<file path="src/rtl/matmul_pkg.sv">
// ============================================================================
// Module : matmul_pkg
// Shared state encoding and address-width helper for the matmul controller.
// Rev    : 1.0  initial release
// ============================================================================
`default_nettype none

package matmul_pkg;

    typedef enum logic [1:0] {
        IDLE  = 2'd0,
        RUN   = 2'd1,
        DRAIN = 2'd2,
        DONE  = 2'd3
    } state_t;

    // Index width for a dimension of size x; never narrower than one bit.
    function automatic int WX(input int x);
        return (x <= 1) ? 1 : $clog2(x);
    endfunction

endpackage

`default_nettype wire

</file>
<file path="src/rtl/matmul_delay.sv">
// ============================================================================
// Module : matmul_delay
// DEPTH-stage shift register with hold enable and synchronous clear.
// Rev    : 1.0  initial release
// ============================================================================
`default_nettype none

module matmul_delay #(
    parameter int W     = 1,
    parameter int DEPTH = 1
) (
    input  logic         clk,
    input  logic         reset,
    input  logic         en,
    input  logic [W-1:0] d,
    output logic [W-1:0] q
);

    logic [W-1:0] stage [DEPTH];

    always_ff @(posedge clk) begin
        if (reset) begin
            for (int s = 0; s < DEPTH; s++) stage[s] <= '0;
        end else if (en) begin
            stage[0] <= d;
            for (int s = 1; s < DEPTH; s++) stage[s] <= stage[s-1];
        end
    end

    assign q = stage[DEPTH-1];

endmodule

`default_nettype wire

</file>
<file path="src/rtl/matmul_ctrl.sv">
// ============================================================================
// Module : matmul_ctrl
// Address/MAC sequencer for C = A x B (loop order i, column group, k).
// Optional stall input enabled by macro MATMUL_STALL_EN.
// Rev    : 1.0  initial release
// ============================================================================
`default_nettype none

module matmul_ctrl
    import matmul_pkg::*;
#(
    parameter int M        = 4,
    parameter int N        = 4,
    parameter int K        = 4,
    parameter int LANES    = 1,
    parameter int PIPE_LAT = 2
) (
    input  logic             clk,
    input  logic             reset,
`ifdef MATMUL_STALL_EN
    input  logic             stall,
`endif
    input  logic             start,
    output logic             busy,
    output logic             done,
    output logic [WX(M)-1:0] a_row,
    output logic [WX(K)-1:0] a_col,
    output logic [WX(K)-1:0] b_row,
    output logic [WX(N)-1:0] b_col,
    output logic             mac_en,
    output logic             mac_clr,
    output logic [WX(M)-1:0] c_row,
    output logic [WX(N)-1:0] c_col,
    output logic             c_wen
);

    localparam int WM = WX(M);
    localparam int WN = WX(N);
    localparam int WK = WX(K);
    localparam int G  = N / LANES;
    localparam int WG = WX(G);
    localparam int WD = 4;

    state_t        state, state_nx;
    logic [WM-1:0] i_cnt;
    logic [WG-1:0] g_cnt;
    logic [WK-1:0] k_cnt;
    logic [WD-1:0] drain_cnt;
    logic          adv, issue, k_first, k_last, last_issue;
    logic          mac_v, wen_v;
    logic [WN-1:0] col0;

`ifdef MATMUL_STALL_EN
    assign adv = ~stall;
`else
    assign adv = 1'b1;
`endif

    assign issue      = (state == RUN);
    assign k_first    = (k_cnt == '0);
    assign k_last     = (k_cnt == WK'(K - 1));
    assign last_issue = issue && k_last && (g_cnt == WG'(G - 1)) && (i_cnt == WM'(M - 1));
    assign col0       = WN'(g_cnt * LANES);

    always_ff @(posedge clk) begin
        if (reset) state <= IDLE;
        else if (adv) state <= state_nx;
    end

    always_comb begin
        state_nx = state;
        case (state)
            IDLE:    if (start) state_nx = RUN;
            RUN:     if (last_issue) state_nx = DRAIN;
            DRAIN:   if (drain_cnt == WD'(PIPE_LAT)) state_nx = DONE;
            DONE:    state_nx = IDLE;
            default: state_nx = IDLE;
        endcase
    end

    // DRAIN lasts PIPE_LAT+1 cycles so the final write leaves the pipe first.
    always_ff @(posedge clk) begin
        if (reset) drain_cnt <= '0;
        else if (adv) drain_cnt <= (state == DRAIN) ? drain_cnt + 1'b1 : '0;
    end

    // Counters double as the registered addresses; the last issue wraps them to 0.
    always_ff @(posedge clk) begin
        if (reset) begin
            i_cnt <= '0;
            g_cnt <= '0;
            k_cnt <= '0;
        end else if (adv && issue) begin
            if (k_last) begin
                k_cnt <= '0;
                if (g_cnt == WG'(G - 1)) begin
                    g_cnt <= '0;
                    i_cnt <= (i_cnt == WM'(M - 1)) ? '0 : i_cnt + 1'b1;
                end else begin
                    g_cnt <= g_cnt + 1'b1;
                end
            end else begin
                k_cnt <= k_cnt + 1'b1;
            end
        end
    end

    matmul_delay #(.W(2), .DEPTH(PIPE_LAT)) u_mac_dly (
        .clk   (clk),
        .reset (reset),
        .en    (adv),
        .d     ({issue, issue & k_first}),
        .q     ({mac_v, mac_clr})
    );

    matmul_delay #(.W(1 + WM + WN), .DEPTH(PIPE_LAT + 1)) u_wr_dly (
        .clk   (clk),
        .reset (reset),
        .en    (adv),
        .d     ({issue & k_last, i_cnt, col0}),
        .q     ({wen_v, c_row, c_col})
    );

    assign mac_en = mac_v & adv;
    assign c_wen  = wen_v & adv;
    assign busy   = (state == RUN) || (state == DRAIN);
    assign done   = (state == DONE);
    assign a_row  = i_cnt;
    assign a_col  = k_cnt;
    assign b_row  = k_cnt;
    assign b_col  = col0;

endmodule

`default_nettype wire

</file>
<file path="config.mk">
export PLATFORM = sky130hd
export DESIGN_NAME = matmul_ctrl
export DESIGN_NICKNAME = d
export VERILOG_FILES = /design/src/rtl/matmul_pkg.sv /design/src/rtl/matmul_delay.sv /design/src/rtl/matmul_ctrl.sv
export SDC_FILE = /design/constraint.sdc
export NUM_CORES = 1
export LEC_CHECK = 0
export ABC_AREA = 1
export BUFFER_PORTS_ARGS = -buffer_cell sky130_fd_sc_hd__buf_2
export CAP_MARGIN = 20
export CORE_MARGIN = 5
export CORE_UTILIZATION = 48
export CTS_CLUSTER_SIZE = 25
export DETAILED_ROUTE_END_ITERATION = 7
export PLACE_DENSITY_LB_ADDON = 0.15
export SYNTH_ARGS = -nofsm -noshare
export SYNTH_HDL_FRONTEND = slang
export SYNTH_SLANG_ARGS = --single-unit
</file>
<file path="constraint.sdc">
create_clock -name clk -period 1.35 [get_ports clk]
set_clock_uncertainty 0.15 [all_clocks]
set_input_delay 0.27 -clock clk [delete_from_list [all_inputs] [get_ports clk]]
set_output_delay 0.27 -clock clk [all_outputs]
set_load 0.03 [all_outputs]
</file>
## After elaboration in Yosys (flattened, before gate mapping)

Memories as Yosys holds them, arrays and structs flattened.
Index checks and enable logic that the tools add are counted.

- Output and inout bits: 17
- Register bits after elaboration: 12
- ROM bits: 0
- Input bits: 3
- Latch bits: 0
- Word-level logic and storage cells: 54
- Memories: 2
- Memory bits (writable): 19

Memory list:

| memory | depth | bits a word | rd ports | clocked after memory_dff | wr ports | RTL line | source |
|---|---|---|---|---|---|---|---|
| u_wr_dly.stage | 3 | 5 | 3 | 0 | 3 | matmul_delay.sv:19 | `logic [W-1:0] stage [DEPTH];` |
| u_mac_dly.stage | 2 | 2 | 2 | 0 | 2 | matmul_delay.sv:19 |  |

- Div/mod/pow operators: 0
- Add/subtract/negate cells: 4
- Shift-type cells: 0
- Magnitude comparators: 0
- Muxes and demuxes: 15
- Reduce and logical (&&, ||, !) cells: 10
- Eq/ne operators: 10
- Bitwise gates (word level): 8
- $mul: 0

Operators with widths:

| operator | number |
|---|---|
| $mux 2 | 8 |
| $mux 5 | 3 |
| $eq 2x2->1 const B | 5 |
| $pmux 2 s4 | 1 |
| $add 2x1->2 const B | 3 |
| $reduce_and 3->1 | 2 |
| $or 1x1->1 | 5 |
| $add 4x1->4 const B | 1 |
| $eq 4x2->1 const B | 1 |
| $logic_not 2->1 | 2 |
| $ne 2x2->1 const B | 2 |
| $logic_and 1x1->1 | 3 |
| $mux 1 | 3 |
| $and 1x1->1 | 2 |
| $eq 2x1->1 const B | 1 |
| $ne 2x1->1 const B | 1 |
| $reduce_and 2->1 | 1 |
| $reduce_or 2->1 | 1 |
| $logic_or 1x1->1 | 1 |
| $not 1->1 | 1 |

## Longest topological paths before layout

- Depth in word-level cells: 6
- Gate-level depth with buffers: 8

## Modules after synthesis

Synthesis repeated with hierarchy kept, for this count alone.

- Cells, all modules: 155
- Area total of the unflattened synthesis: 1501.4 um^2

Modules (own cells, without submodules):

| module | cells an instance | seq. area each (um^2) | area each (um^2) | instances |
|---|---|---|---|---|
| matmul_delay at u_wr_dly | 54 | 450.4 | 663.1 | 1 |
| matmul_ctrl | 84 | 240.2 | 659.4 | 1 |
| matmul_delay at u_mac_dly | 17 | 120.1 | 178.9 | 1 |

## Worst setup path after synthesis

No wires, ideal clock.

- Kind: reg2reg
- Start point: register k_cnt[0] (netlist: a_col[0])
- End point: register g_cnt[0]
- Period minus slack after synthesis: 1.469 ns
- Arrival time: 1.200 ns
- Slack: -0.119 ns
- Stages on the path, launching flop included: 4
- Cells stage by stage: dfxtp_1 > ha_1 > nand2_1 > o221a_2

- Longest elaborated chain between the ends: 2

RTL lines:

| item | RTL line | source |
|---|---|---|
| start, declared | matmul_ctrl.sv:47 | `logic [WK-1:0] k_cnt;` |
| start signal, assigned | matmul_ctrl.sv:103 | `k_cnt <= k_cnt + 1'b1;` |
| $eq 2x2->1 | matmul_ctrl.sv:61 | `assign k_last = (k_cnt == WK'(K - 1));` |
| $reduce_and 2->1 (no source line) | n/a |  |
| end signal, assigned | matmul_ctrl.sv:100 | `g_cnt <= g_cnt + 1'b1;` |
| end, declared | matmul_ctrl.sv:46 | `logic [WG-1:0] g_cnt;` |

Every way passes these cells.
A chain may end at the register's enable or synchronous reset.

## Final worst setup path

- Start point: register state[0]
- End point: output busy

- Longest elaborated chain between the ends: 2

RTL lines:

| item | RTL line | source |
|---|---|---|
| start, declared | matmul_ctrl.sv:44 | `state_t state, state_nx;` |
| start signal, assigned | matmul_ctrl.sv:67 | `else if (adv) state <= state_nx;` |
| $eq 2x1->1 / $eq 2x2->1 (equally long branches) | matmul_ctrl.sv:126 | `assign busy = (state == RUN) \|\| (state == DRAIN);` |
| $logic_or 1x1->1 * | matmul_ctrl.sv:126 |  |
| end, declared | matmul_ctrl.sv:24 | `output logic busy,` |

Mark *: on every way between the ends. The rest lies on a longest branch, timed or not.

==> results.md <==
- For this design the static power due to leakage is 0.000653 uW.
- The average footprint of a synthesized cell is 8.68 um^2.
- The boundary pin count is 20.
- The diode insertion count for antenna repair is 0.
- The minimum setup slack in the final design is -183 ps.
- The highest net fanout along the worst path is 3.
- Of the available clock period, the critical path in the final layout requires 114%.
- In the layout the commonest cells are 29 x sky130_fd_sc_hd__nor2_1, 26 x sky130_fd_sc_hd__dfxtp_1, 22 x sky130_fd_sc_hd__inv_1.
- The die is 60.3 um tall.
- The first TritonRoute pass finished after 4 iterations.
- Synthesis inferred 31 register bits.
- The last weighted congestion value of the routability-driven placer is 0.813.
- For this design, the sink count on the clock tree is 31.
- The overall die area is 3640 um^2.
- The number of hold violations in the final report is 0.
- The number of unique standard cell types used by synthesis is 19.
- The total routing usage reported by global routing is 11.9%.
- The via density per instance is 4.50.
- The finished layout cell area is 1480 um^2.
- The worst slew margin relative to its limit is 84.1%.
- For this run, the top clock speed supported by timing is 0.652 GHz.
- Setup repair after global routing could not meet its margin everywhere.
- The leading cell type in the layout, fill and taps excluded is sky130_fd_sc_hd__nor2_1.
- The TritonCTS clock tree is built.
- The worst hold margin is 127 ps.
- The worst reg-to-reg setup slack is -10 ps.
- STA classifies the critical path endpoint as an output pin.
- In this run the remaining antenna-violating nets after routing total 0.
- For the pin with the worst max-slew slack, the measured transition is 239 ps.
- In this run the standard cell core region covers 2450 um^2.
- Row generation in the floorplan step produced 18 rows.
- The width of the die is 60.3 um.
- Following the worst setup path forward leads to its endpoint at busy.
- The share of the synthesized area in the top cell type is 51.1%.
- The post-route minimum period is 1530 ps.
- The largest area contributor in the netlist is sky130_fd_sc_hd__dfxtp_1.
- In this run the worst hold path is classified as in -> reg.
- Sorting the synthesized cells by area gives the leading types as sky130_fd_sc_hd__dfxtp_1 51%, sky130_fd_sc_hd__ha_1 11%, sky130_fd_sc_hd__nor2_1 9.3%.
- The number of antenna violations at the first check in global routing is 0.
- The number of input and output port buffers inserted is 19.
- The max-cap violation count is 0.
- The worst setup path is launched from a flip-flop.
- The fraction of final layout cells sized beyond drive strength 1 is 32.9%.
- The number of standard cells after synthesis is 140.
- The layout overhead on the synthesized area is 21.5%.
- The final-report setup violation count is 3.
- The global-route congestion overflow total is 0.
- Counting instances, the worst hold path has a depth of 2.
- The category of the critical setup timing path is reg -> out.
- The layout has 216 filler cells.
- The clock latency on the worst-skew pair is 320 ps.
- The mapped cell area is 1210 um^2.
- The routed length per instance is 9.80 um.
- The depth of the worst register-to-register path is 8.
- The CTS clock-pin slew for the worst setup and hold paths is 90 ps.
- Power spread over the standard cell area amounts to 1800 nW/um^2.
- In this run, CTS created clock tree buffers numbering 5.
- No sink is reached through more buffers than the 2 on the longest clock path.
- The pin count of the biggest net entering global routing is 13.
- The net count of the mapped netlist is 154.
- The total half-perimeter wirelength after legalization and detailed placement is 1370 um.
- The run finished, with violations left.
- The standard cell area after detailed placement is 1310 um^2.
- The starting density of the core is 49.5%.
- After detailed routing, the number of remaining DRC violations is 0.
- The total vias in the final route is 860.
- For this block, the routed nets add up to 1870 um of wire.
- The via count of the first global-routing pass came to 779.
- The first-pass GRT wire length is 3070 um.
- The number of buffers inserted for hold repair after clock tree synthesis is 0.
- For this run, the register share of the synthesized area comes to 51.1%.
- In this run the clock root is driven by a sky130_fd_sc_hd__clkbuf_4.
- During synthesis, Yosys emitted a total of 0 warnings.
- The starting DRC count in detailed routing is 21.
- The source of the critical timing path is state[0]$_SDFFE_PP0P_.
- In the final design database the tool counted 174 nets.
- The startpoint identified for the worst register-to-register timing path is state[0]$_SDFFE_PP0P_.
- The critical register-to-register path endpoint is state[1]$_SDFFE_PP0P_.
- The final max-slew violation count came to 0.
- The checks that failed: negative setup slack.
- The total area of multi-input combinational cells is 485 um^2.
- Data on the critical path is required at its endpoint by 930 ps.
- The number of H-tree branching levels is 2.
- The footprint of the flip-flops and latches is 632 um^2.
- STA puts the critical path data arrival time at 1110 ps.
- IR analysis of the VDD net gives a maximum drop of 1.19 mV.
[cells by family (layout without fill, tap and decap cells)]
kind of cell,after synthesis,after routing,synth area share [%]
simple gates,49,49,16.7
buf+inv,37,58,14.7
flops,31,31,51.1
fa+ha+maj,11,11,11.3
compound gates,11,11,5.46
xor+xnor,1,1,0.721
[layer usage]
metal  part of all wire, %  vias up  track usage, %
met2                    45       21            17.1
met4                   2.5        0            9.49
met5                     0        -               0
met1                    46      376            13.9
li1                      -      456               -
met3                   6.4        7            4.75
[worst min path at each step]
| stage | to | from | slack, ps |
|---|---|---|---|
| after floorplan | u_wr_dly.stage[0][4]$_SDFF_PP0_ | reset | 200 |
| after global placement | u_wr_dly.stage[0][9]$_SDFF_PP0_ | u_wr_dly.stage[0][4]$_SDFF_PP0_ | 240 |
| after detailed placement | u_wr_dly.stage[0][11]$_SDFF_PP0_ | u_wr_dly.stage[0][6]$_SDFF_PP0_ | 240 |
| after CTS | a_col[0]$_SDFFE_PP0P_ | reset | 100 |
| after global routing | u_wr_dly.stage[0][3]$_SDFF_PP0_ | reset | 130 |
| final | a_col[0]$_SDFFE_PP0P_ | reset | 130 |
[worst max-delay path, cell delays in order, from the launching register on]
cell,delay [ps]
sky130_fd_sc_hd__dfxtp_2,360
sky130_fd_sc_hd__inv_2,60
sky130_fd_sc_hd__ha_4,260
sky130_fd_sc_hd__buf_6,120
[flip-flops by register name, summed over array words and instances, names as in the netlist]
name             flops
a_col                2
drain_cnt            4
state                2
g_cnt                2
u_mac_dly.stage      4
a_row                2
u_wr_dly.stage      15
[Yosys cell counts]
cell,count
sky130_fd_sc_hd__a21oi_1,5
sky130_fd_sc_hd__a31oi_1,1
sky130_fd_sc_hd__buf_2,2
sky130_fd_sc_hd__buf_4,10
sky130_fd_sc_hd__dfxtp_1,31
sky130_fd_sc_hd__ha_1,11
sky130_fd_sc_hd__inv_1,25
sky130_fd_sc_hd__nand2_1,10
sky130_fd_sc_hd__nand2_2,1
sky130_fd_sc_hd__nand3_1,2
sky130_fd_sc_hd__nand4_1,3
sky130_fd_sc_hd__nor2_1,30
sky130_fd_sc_hd__nor2_2,1
sky130_fd_sc_hd__nor3_1,1
sky130_fd_sc_hd__o21ai_0,3
sky130_fd_sc_hd__o221a_2,1
sky130_fd_sc_hd__o22a_1,1
sky130_fd_sc_hd__or2_2,1
sky130_fd_sc_hd__xnor2_1,1
[metrics by stage]
stage	setup slack [ps]	setup TNS [ps]	util [%]	total power, uW	cells
floorplan	28.0	0	-	1710	140
global placement	18.7	0	53.2	1870	182
detailed placement	-20.1	-53.5	53.2	1890	182
CTS	-194	-406	57.6	2570	191
global route	-233	-651	60.1	2850	191
finish	-183	-347	60.1	2650	191
[final cells by class]
cell class	count	area share, %
well taps	30	2.54
repair buffers	25	12.0
inverters	25	6.36
clock buffers	7	3.05
multi-input cells	72	32.9
clock inverters	1	0.339
flip-flops and latches	31	42.8
[what timing repair did]
action | 4_1_cts | 5_1_grt
hold endpoints to repair | 0 | 0
setup buffers | 2 | 0
resized for setup | 18 | 23
pin swaps | 1 | 2
endpoints found under the setup margin | 9 | 16
[where the power goes]
group / internal, uW / switching [uW] / leakage [uW]
logic: 466 / 604 / 0.000370
clock network: 203 / 286 / 0.0000293
registers: 1020 / 76.5 / 0.000253
No activity file was read; power rests on OpenSTA's default activity.
